### src/rtl/baud_gen_frac.sv
// baud_gen_frac
// Fractional baud-rate generator producing single-cycle tick enables in the
// system clock domain instead of derived UART clocks.
//
// The rx_tick period is an integer divisor with an optional fractional part.
// The fraction accumulates every rx period, and each accumulator overflow
// stretches one period by a clock. tx_tick fires on every OVS-th rx_tick.
// A new divisor is held as pending and only takes effect at a period
// boundary, so a running UART never sees a truncated or stretched bit.
//
// Configuration macro: BAUD_FRAC_EN
//   defined   - fraction accumulator present (div_frac / DEF_FRAC honoured)
//   undefined - integer-only divider; div_frac and DEF_FRAC are ignored
//
// Ports
//   clk       in   system clock, rising edge
//   rst_n     in   asynchronous active-low reset
//   en        in   generator enable; low holds counters in the start state
//   div_int   in   requested integer divisor (rx_tick period in clocks)
//   div_frac  in   requested fractional divisor (div_frac / 2^FRAC_W)
//   div_load  in   one-cycle strobe capturing div_int / div_frac
//   rx_tick   out  one-cycle pulse at OVS x baud
//   tx_tick   out  one-cycle pulse at baud, coincident with an rx_tick
//   cfg_err   out  sticky: last loaded div_int was < 2 and was clamped to 2

module baud_gen_frac #(
    parameter int DIV_W    = 16,
    parameter int FRAC_W   = 4,
    parameter int OVS      = 16,
    parameter int DEF_INT  = 27,
    parameter int DEF_FRAC = 2
) (
    input  logic              clk,
    input  logic              rst_n,
    input  logic              en,
    input  logic [DIV_W-1:0]  div_int,
    input  logic [FRAC_W-1:0] div_frac,
    input  logic              div_load,
    output logic              rx_tick,
    output logic              tx_tick,
    output logic              cfg_err
);

    localparam int OVS_W = $clog2(OVS);

    logic [DIV_W-1:0] cnt_q, cnt_d;
    logic [DIV_W-1:0] act_int_q, act_int_d;
    logic [DIV_W-1:0] pend_int_q, pend_int_d;
    logic             pend_vld_q, pend_vld_d;
    logic [OVS_W-1:0] ovs_q, ovs_d;
    logic             rx_q, rx_d;
    logic             tx_q, tx_d;
    logic             cfg_err_q, cfg_err_d;
    logic             carry;

`ifdef BAUD_FRAC_EN
    logic [FRAC_W-1:0] acc_q, acc_d;
    logic [FRAC_W-1:0] act_frac_q, act_frac_d;
    logic [FRAC_W-1:0] pend_frac_q, pend_frac_d;
    logic [FRAC_W:0]   acc_sum;

    assign acc_sum = {1'b0, acc_q} + {1'b0, act_frac_q};
`else
    logic unused_frac;
    assign unused_frac = ^div_frac;
`endif

    always_comb begin
        cnt_d      = cnt_q;
        act_int_d  = act_int_q;
        pend_int_d = pend_int_q;
        pend_vld_d = pend_vld_q;
        ovs_d      = ovs_q;
        cfg_err_d  = cfg_err_q;
        rx_d       = 1'b0;
        tx_d       = 1'b0;
        carry      = 1'b0;
`ifdef BAUD_FRAC_EN
        acc_d       = acc_q;
        act_frac_d  = act_frac_q;
        pend_frac_d = pend_frac_q;
`endif

        if (!en) begin
            // Idle: adopt any pending divisor at once and park in the start state.
            if (pend_vld_q) begin
                act_int_d  = pend_int_q;
`ifdef BAUD_FRAC_EN
                act_frac_d = pend_frac_q;
`endif
                pend_vld_d = 1'b0;
            end
            cnt_d = act_int_d - DIV_W'(1);
            ovs_d = '0;
`ifdef BAUD_FRAC_EN
            acc_d = '0;
`endif
        end else if (cnt_q == '0) begin
            // Period boundary. The carry comes from the divisor that governed
            // the period just ending; a pending divisor sets the next length.
`ifdef BAUD_FRAC_EN
            carry = acc_sum[FRAC_W];
            acc_d = acc_sum[FRAC_W-1:0];
`endif
            if (pend_vld_q) begin
                act_int_d  = pend_int_q;
`ifdef BAUD_FRAC_EN
                act_frac_d = pend_frac_q;
`endif
                pend_vld_d = 1'b0;
            end
            cnt_d = act_int_d - DIV_W'(1) + DIV_W'(carry);
            rx_d  = 1'b1;
            if (ovs_q == OVS_W'(OVS - 1)) begin
                ovs_d = '0;
                tx_d  = 1'b1;
            end else begin
                ovs_d = ovs_q + OVS_W'(1);
            end
        end else begin
            cnt_d = cnt_q - DIV_W'(1);
        end

        // Capture comes last so a strobe on an application edge stays pending
        // for the following boundary instead of being consumed now.
        if (div_load) begin
            pend_vld_d = 1'b1;
            if (div_int < DIV_W'(2)) begin
                pend_int_d = DIV_W'(2);
                cfg_err_d  = 1'b1;
            end else begin
                pend_int_d = div_int;
                cfg_err_d  = 1'b0;
            end
`ifdef BAUD_FRAC_EN
            pend_frac_d = div_frac;
`endif
        end
    end

    always_ff @(posedge clk or negedge rst_n) begin
        if (!rst_n) begin
            cnt_q      <= DIV_W'(DEF_INT - 1);
            act_int_q  <= DIV_W'(DEF_INT);
            pend_int_q <= DIV_W'(DEF_INT);
            pend_vld_q <= 1'b0;
            ovs_q      <= '0;
            rx_q       <= 1'b0;
            tx_q       <= 1'b0;
            cfg_err_q  <= 1'b0;
        end else begin
            cnt_q      <= cnt_d;
            act_int_q  <= act_int_d;
            pend_int_q <= pend_int_d;
            pend_vld_q <= pend_vld_d;
            ovs_q      <= ovs_d;
            rx_q       <= rx_d;
            tx_q       <= tx_d;
            cfg_err_q  <= cfg_err_d;
        end
    end

`ifdef BAUD_FRAC_EN
    always_ff @(posedge clk or negedge rst_n) begin
        if (!rst_n) begin
            acc_q       <= '0;
            act_frac_q  <= FRAC_W'(DEF_FRAC);
            pend_frac_q <= FRAC_W'(DEF_FRAC);
        end else begin
            acc_q       <= acc_d;
            act_frac_q  <= act_frac_d;
            pend_frac_q <= pend_frac_d;
        end
    end
`endif

    assign rx_tick = rx_q;
    assign tx_tick = tx_q;
    assign cfg_err = cfg_err_q;

endmodule

### config.mk
export PLATFORM = sky130hd
export DESIGN_NAME = baud_gen_frac
export DESIGN_NICKNAME = d
export VERILOG_FILES = /design/src/rtl/baud_gen_frac.sv
export SDC_FILE = /design/constraint.sdc
export NUM_CORES = 1
export LEC_CHECK = 0
export CAP_MARGIN = 10
export CORE_UTILIZATION = 45
export CTS_CLUSTER_DIAMETER = 120
export DETAILED_ROUTE_END_ITERATION = 6
export GPL_ROUTABILITY_DRIVEN = 1
export GPL_TIMING_DRIVEN = 0
export PLACE_DENSITY_LB_ADDON = 0.15
export SYNTH_ARGS = -nofsm -noshare
export SYNTH_HDL_FRONTEND = slang
export SYNTH_SLANG_ARGS = --single-unit
### constraint.sdc
create_clock -name clk -period 4 [get_ports clk]
set_input_delay 1.2 -clock clk [delete_from_list [all_inputs] [get_ports clk]]
set_output_delay 1.2 -clock clk [all_outputs]
set_load 0.02 [all_outputs]
==> run_results.csv, run 1 <==
group,metric,value,unit
logic_synthesis,yosysWarnings,0,
clock_tree,cts_tree,"done",
worst_setup_path,path_cells,"buf_6 -> clkbuf_8 -> clkbuf_1 -> buf_2 -> mux2i_1 -> ha_1 -> o221ai_1 -> or4_1 -> a21o_1 -> a31oi_1",
timing,setup-violations-final,0,
logic_synthesis,netlist_area,3140,um2
die,die-width,85.6,um
finish,drive_gt1_share,19.7,%
power_and_ir_drop,p_per_area,391,nW/um2
timing,finalCritPeriodShare,87.7,%
place,gp_congestion,0.782,
detailed_routing,ant_nets,0,
clock_tree,hold_buffers,0,
timing,fin_worst_skew,0.0112,ns
worst_setup_path,worst_r2r_path_depth,10,
hold_path,hp-class,"reg2reg",
worst_setup_path,critPathKind,"reg2reg",
global_route,grt_overflow_total,0,
die,core,6760,um2
timing,finalCriticalPeriod,3.51,ns
timing,rsz0062_at_grt,"false",
clock_tree,cts_setup_buffers,0,
hold_path,holdCritStartpoint,"cfg_err$_DFFE_PN0P_",
power_and_ir_drop,pwr-share-comb,23.6,%
clock_tree,clockBufferDepth,2,
finish,n_antenna_cell,0,
global_route,grt_pass1_wl,11.2,mm
clock_tree,path_clk_slew,0.10,ns
timing,hold_viol_final,0,
global_route,grt_antenna_before_repair,0,
timing,relSlewSlack,50.5,%
worst_setup_path,worst_path_max_delay_cell,"or4_1",
logic_synthesis,ys_top_cells_by_area,"dfrtp_1 (36%), dfstp_2 (9.2%), mux2i_1 (5.7%)",
worst_setup_path,startpoint_type,"register",
place,hpwl,4.99,mm
logic_synthesis,synth.distinct_cells,56,
logic_synthesis,netlist_instances,284,
finish,mostFrequentLayoutCells,"dfrtp_1 (45), nor2_1 (21), clkdlybuf4s50_1 (21), mux2i_1 (18), xnor2_1 (16)",
logic_synthesis,synth_edf_count,0,
power_and_ir_drop,swShare,30.7,%
timing,whs,0.510,ns
logic_synthesis,synth_top_cell_by_area,"dfrtp_1",
clock_tree,cts-root-buf,"clkbuf_8",
logic_synthesis,synth_top_area_share,35.8,%
die,ioPinCount,27,
die,rows,30,
detailed_routing,first_iter_violations,50,
finish,fin_cells,395,
power_and_ir_drop,p_seq_share,54.4,%
worst_setup_path,rrSetupSlack,0.49,ns
logic_synthesis,ys_seq_area_share,45.0,%
detailed_routing,via_per_inst,5.72,
power_and_ir_drop,p_total,1.40,mW
clock_tree,clk_latency,0.31,ns
worst_setup_path,timing.rr.end,"cnt_q[8]$_DFF_PN0_",
worst_setup_path,r2r_start,"pend_vld_q$_DFFE_PN0P_",
timing,worst_slew_pin_slew,0.742,ns
detailed_routing,num_vias,2258,
detailed_routing,wl,6.64,mm
power_and_ir_drop,leakagePower,1.44,nW
clock_tree,cts_made_buffers,5,
power_and_ir_drop,p_clk_share,22.0,%
global_route,grt.total_usage,19.9,%
hold_path,min_path_cells,2,
clock_tree,cts_resized,0,
clock_tree,h-tree-depth,2,
place,dp.cells,387,
job,maxCapViolCount,0,
detailed_routing,drt-pass1-iter-count,4,
logic_synthesis,ys_async_sr_fraction,100,%
place,port_buffers,22,
power_and_ir_drop,power.internal,968,uW
hold_path,hold_end,"cfg_err$_DFFE_PN0P_",
worst_setup_path,cp_max_fo,10,
die,initial_utilization,46.5,%
logic_synthesis,synth_fp_nets,312,
worst_setup_path,crit_required,4.23,ns
logic_synthesis,synth.avg_cell_area,11.1,um2
worst_setup_path,cp_data_arrival_time,3.74,ns
worst_setup_path,path_buf_inv,4,
global_route,grt_pass1_vias,2253,
global_route,grt_max_degree,33,
die,dieHeight,85.6,um
detailed_routing,route.detailed.drc,0,
status,status,"complete, no violations",
worst_setup_path,worstSetupStartpoint,"pend_vld_q$_DFFE_PN0P_",
die,dieArea,7330,um2
worst_setup_path,worstSetupEndpointType,"register",
clock_tree,clkSinkCount,56,
timing,slew_violations,0,
worst_setup_path,critical-path-max-stage-delay,0.51,ns
finish,layout_commonest_cell,"dfrtp_1",
finish,final_nets,342,
timing,fmax,285,MHz
power_and_ir_drop,net-switching-power,428,uW
finish,syn_to_final_growth,13.4,%
logic_synthesis,ys_ff_latch,56,
detailed_routing,routedWlPerCell,16.8,um
power_and_ir_drop,peakVddDrop,183,uV
worst_setup_path,path_delay_family,"buffers and inverters",
logic_synthesis,synth_top_flop_cell,"dfrtp_1",
-- worst register-to-register path, stage by stage (launching register included) --
cell,delay (ns)
dfrtp_1,0.48
buf_6,0.18
clkbuf_8,0.18
clkbuf_1,0.44
buf_2,0.38
mux2i_1,0.32
ha_1,0.25
o221ai_1,0.34
or4_1,0.51
a21o_1,0.18
a31oi_1,0.15
-- Yosys cell counts (2+ instances only) --
| cell | count |
|---|---|
| mux2_4 | 9 |
| clkbuf_1 | 2 |
| nor2_1 | 21 |
| inv_1 | 5 |
| dfstp_2 | 11 |
| mux2_2 | 11 |
| nor4b_1 | 2 |
| mux2i_1 | 18 |
| nor4_1 | 11 |
| or3b_2 | 2 |
| xor2_1 | 9 |
| buf_6 | 5 |
| a21oi_2 | 2 |
| a22o_1 | 5 |
| o21ai_0 | 11 |
| nor3_1 | 12 |
| a21boi_0 | 3 |
| nand2b_1 | 3 |
| nand2_1 | 14 |
| a21oi_1 | 11 |
| or3_2 | 2 |
| o221ai_1 | 2 |
| ha_1 | 4 |
| nand3_1 | 3 |
| and2_1 | 2 |
| o31ai_1 | 2 |
| o211ai_1 | 2 |
| or4_1 | 4 |
| or4_4 | 2 |
| nor3b_1 | 5 |
| or3_1 | 4 |
| xnor2_1 | 16 |
| o21a_1 | 2 |
| dfrtp_1 | 45 |
-- logic make-up (layout without fill, tap and decap cells) --
kind of cell	Yosys count	after routing	share of synthesized area, %
AND/OR/NAND/NOR	96	96	17.7
flip-flops	56	56	45.0
AO/OA/AOI/OAI	48	48	10.3
multiplexers	39	39	14.3
XOR/XNOR	25	25	6.96
buffers and inverters	16	47	4.10
adder cells (fa/ha/maj)	4	4	1.59
-- registers in the layout (all words and copies together) (netlist names) --
name and cells:
act_int_q 16, ovs_q 4, tx_tick 1, cfg_err 1, pend_int_q 16, rx_tick 1, pend_vld_q 1, cnt_q 16
-- how the worst max path moves through the flow --
stage	slack [ns]	to	cells past startpoint
floorplan	1.19	cnt_q[8]$_DFF_PN0_	10
global placement	-0.001	pend_int_q[14]$_DFFE_PN0P_	1
detailed placement	0.60	cnt_q[8]$_DFF_PN0_	10
CTS	0.55	cnt_q[8]$_DFF_PN0_	10
global route	0.33	cnt_q[8]$_DFF_PN0_	10
finish	0.49	cnt_q[8]$_DFF_PN0_	10
-- power by group through the flow --
stage | logic [mW] | clock network (mW) | registers, mW
floorplan | 0.244 | 0 | 0.742
global placement | 0.322 | 0 | 0.765
detailed placement | 0.329 | 0 | 0.769
CTS | 0.333 | 0.319 | 0.758
global route | 0.365 | 0.341 | 0.777
finish | 0.329 | 0.307 | 0.760
-- area by class of cell --
cell class	count	area (um2)
Fill cell	635	3190
Clock inverter	1	8.76
Clock buffer	7	76.3
Sequential cell	56	1420
Multi-Input combinational cell	212	1600
Buffer	11	110
Tap cell	80	100
Inverter	5	18.8
Timing Repair Buffer	23	235
-- metrics by stage --
stage	util [%]	instance area, um2	setup WS (ns)	TNS [ns]
floorplan	-	3140	1.19	0
global placement	51.3	3460	-0.00138	-0.0128
detailed placement	51.5	3480	0.599	0
CTS	52.8	3560	0.547	0
global route	52.8	3560	0.331	0
finish	52.8	3560	0.492	0
-- metal layers --
| metal | wire (um) | global-route usage (%) |
|---|---|---|
| met1 | 3030 | 26.5 |
| met3 | 308 | 3.27 |
| met4 | 48 | 4.55 |
| met2 | 3250 | 34.1 |
| met5 | 0 | 0 |
Note: power is estimated with default switching activity, not from simulation.
==> run 2, diff against run 1 <==
Settings changed: REMOVE_ABC_BUFFERS from default to 1, SLEW_MARGIN from default to 15.
==> run 2 against run 1 <==
Against the previous run: sequential power increased by 1%; die area unchanged; maximum frequency increased by 17%; critical path depth decreased by 5; clock skew increased by 0.0039 ns; flip-flop and latch count unchanged; utilization decreased by 1.6 points; sequential share of layout area increased by 1.3 points; clock power increased by 12%; highest routed layer unchanged; final cell count decreased by 3.0%; power increased by 1.7%.
==> run_results.csv, run 2 (same netlist as run 1, synthesis figures left out) <==
group,metric,value,unit
status,status,"complete, no violations",
hold_path,holdCritStartpoint,"cfg_err$_DFFE_PN0P_",
detailed_routing,first_iter_violations,101,
clock_tree,clk_latency,0.32,ns
die,core,6760,um2
worst_setup_path,critPathKind,"reg2reg",
clock_tree,path_clk_slew,0.11,ns
hold_path,hold_end,"cfg_err$_DFFE_PN0P_",
finish,layout_commonest_cell,"dfrtp_1",
timing,relSlewSlack,45.7,%
timing,setup_slack,0.997,ns
detailed_routing,drt-pass1-iter-count,6,
place,dp.cells,375,
power_and_ir_drop,peakVddDrop,212,uV
place,port_buffers,22,
clock_tree,cts-root-buf,"clkbuf_8",
detailed_routing,num_vias,2173,
worst_setup_path,timing.rr.end,"cnt_q[13]$_DFF_PN0_",
global_route,grt_overflow_total,0,
detailed_routing,route.detailed.drc,0,
timing,fin_setup_tns,0,ns
worst_setup_path,worst_r2r_path_depth,5,
timing,finalCriticalPeriod,3.00,ns
global_route,grt_max_degree,57,
global_route,grt_pass1_wl,10.6,mm
timing,finalCritPeriodShare,75.1,%
timing,slew_violations,0,
finish,syn_to_final_growth,9.87,%
die,die-width,85.6,um
place,gp_congestion,0.770,
timing,fin_worst_skew,0.0152,ns
power_and_ir_drop,leakagePower,1.38,nW
worst_setup_path,r2r_start,"pend_vld_q$_DFFE_PN0P_",
clock_tree,cts_made_buffers,5,
worst_setup_path,rrSetupSlack,1.0,ns
timing,rsz0062_at_grt,"false",
clock_tree,hold_buffers,0,
clock_tree,h-tree-depth,2,
worst_setup_path,startpoint_type,"register",
finish,final_nets,330,
power_and_ir_drop,p_per_area,411,nW/um2
finish,mostFrequentLayoutCells,"dfrtp_1 (44), nor2_1 (21), clkdlybuf4s50_1 (21), mux2i_1 (18), xnor2_1 (16)",
detailed_routing,via_per_inst,5.67,
die,dieHeight,85.6,um
finish,fillers,640,
global_route,grt_antenna_before_repair,0,
detailed_routing,wl,6.19,mm
clock_tree,clkSinkCount,56,
timing,fmax,333,MHz
finish,final_util,51.1,%
hold_path,hp-class,"reg2reg",
timing,worst_slew_pin_slew,0.813,ns
timing,hold_viol_final,0,
clock_tree,cts_setup_buffers,0,
power_and_ir_drop,p_total,1.42,mW
worst_setup_path,worstSetupEndpointType,"register",
clock_tree,cts_tree,"done",
worst_setup_path,crit_required,4.19,ns
die,dieArea,7330,um2
detailed_routing,routedWlPerCell,16.2,um
detailed_routing,ant_nets,0,
die,ioPinCount,27,
clock_tree,cts_resized,0,
place,dp_slack,0.843,ns
finish,reg_top3,"act_int_q x16, cnt_q x16, pend_int_q x16",
worst_setup_path,cp_data_arrival_time,3.19,ns
hold_path,min_path_cells,2,
finish,n_antenna_cell,0,
worst_setup_path,cp_max_fo,43,
finish,drive_gt1_share,18.2,%
job,maxCapViolCount,0,
place,hpwl,4.36,mm
clock_tree,clockBufferDepth,2,
die,initial_utilization,46.5,%
die,rows,30,
timing,setup-violations-final,0,
finish,fin_cells,383,
global_route,grt_pass1_vias,2085,
global_route,grt.total_usage,18.7,%
-- run 2: cell count changes in the layout (fill, tap and decap cells not counted) --
cell | previous run | this run
buf_2 | 2 | 0
clkinvlp_4 | 0 | 1
dfrtp_1 | 45 | 44
clkbuf_1 | 4 | 0
buf_12 | 2 | 0
dfrtp_2 | 0 | 1
inv_6 | 1 | 0
buf_6 | 5 | 0
inv_8 | 0 | 1
-- run 2: how the worst max path moves through the flow --
stage | slack (ns) | startpoint | endpoint | depth (start not counted)
6_report | 1.0 | pend_vld_q$_DFFE_PN0P_ | cnt_q[13]$_DFF_PN0_ | 5
5_1_grt | 0.82 | pend_vld_q$_DFFE_PN0P_ | cnt_q[13]$_DFF_PN0_ | 5
3_3_place_gp | -0.05 | rst_n | pend_int_q[5]$_DFFE_PN0P_ | 1
3_5_place_dp | 0.84 | div_load | pend_int_q[10]$_DFFE_PN0P_ | 4
2_1_floorplan | 1.24 | pend_vld_q$_DFFE_PN0P_ | cnt_q[13]$_DFF_PN0_ | 5
4_1_cts | 1.04 | pend_vld_q$_DFFE_PN0P_ | cnt_q[13]$_DFF_PN0_ | 5
-- run 2: power breakdown --
group          total, mW  internal [mW]  switching (mW)
Sequential         0.768          0.666           0.102
Combinational      0.307          0.163           0.143
Clock              0.345          0.145           0.200
Total               1.42          0.975           0.445
-- run 2: metal layers --
layer / vias up / part of all wire [%] / global-route usage (%)
li1: 1081 / - / -
met1: 1046 / 50 / 26.5
met2: 37 / 46 / 29.7
met3: 9 / 2.3 / 2.79
met4: 0 / 1.9 / 5.91
met5: - / 0 / 0
-- run 2: worst max-delay path, cell delays in order (launching register included) --
cell      delay, ns
dfrtp_2        0.89
or4b_2         0.66
a222oi_1       0.60
nor4b_1        0.36
xor2_1         0.24
mux2i_1        0.11
-- run 2: metrics by stage --
| step | area (um2) | hold WS (ns) |
|---|---|---|
| after floorplan | 3030 | 0.473 |
| final | 3450 | 0.520 |
| after detailed placement | 3350 | 0.490 |
| after global placement | 3350 | 0.484 |
| after global routing | 3450 | 0.532 |
| after CTS | 3450 | 0.521 |
-- run 2: cell type report --
| class | instances | area, um2 | area share, % |
|---|---|---|---|
| multi-input combinational | 212 | 1600 | 46.3 |
| sequential | 56 | 1420 | 41.0 |
| timing repair buffer | 22 | 218 | 6.30 |
| tap | 80 | 100 | 2.90 |
| clock buffer | 6 | 82.6 | 2.39 |
| clock inverter | 2 | 18.8 | 0.543 |
| inverter | 5 | 18.8 | 0.543 |
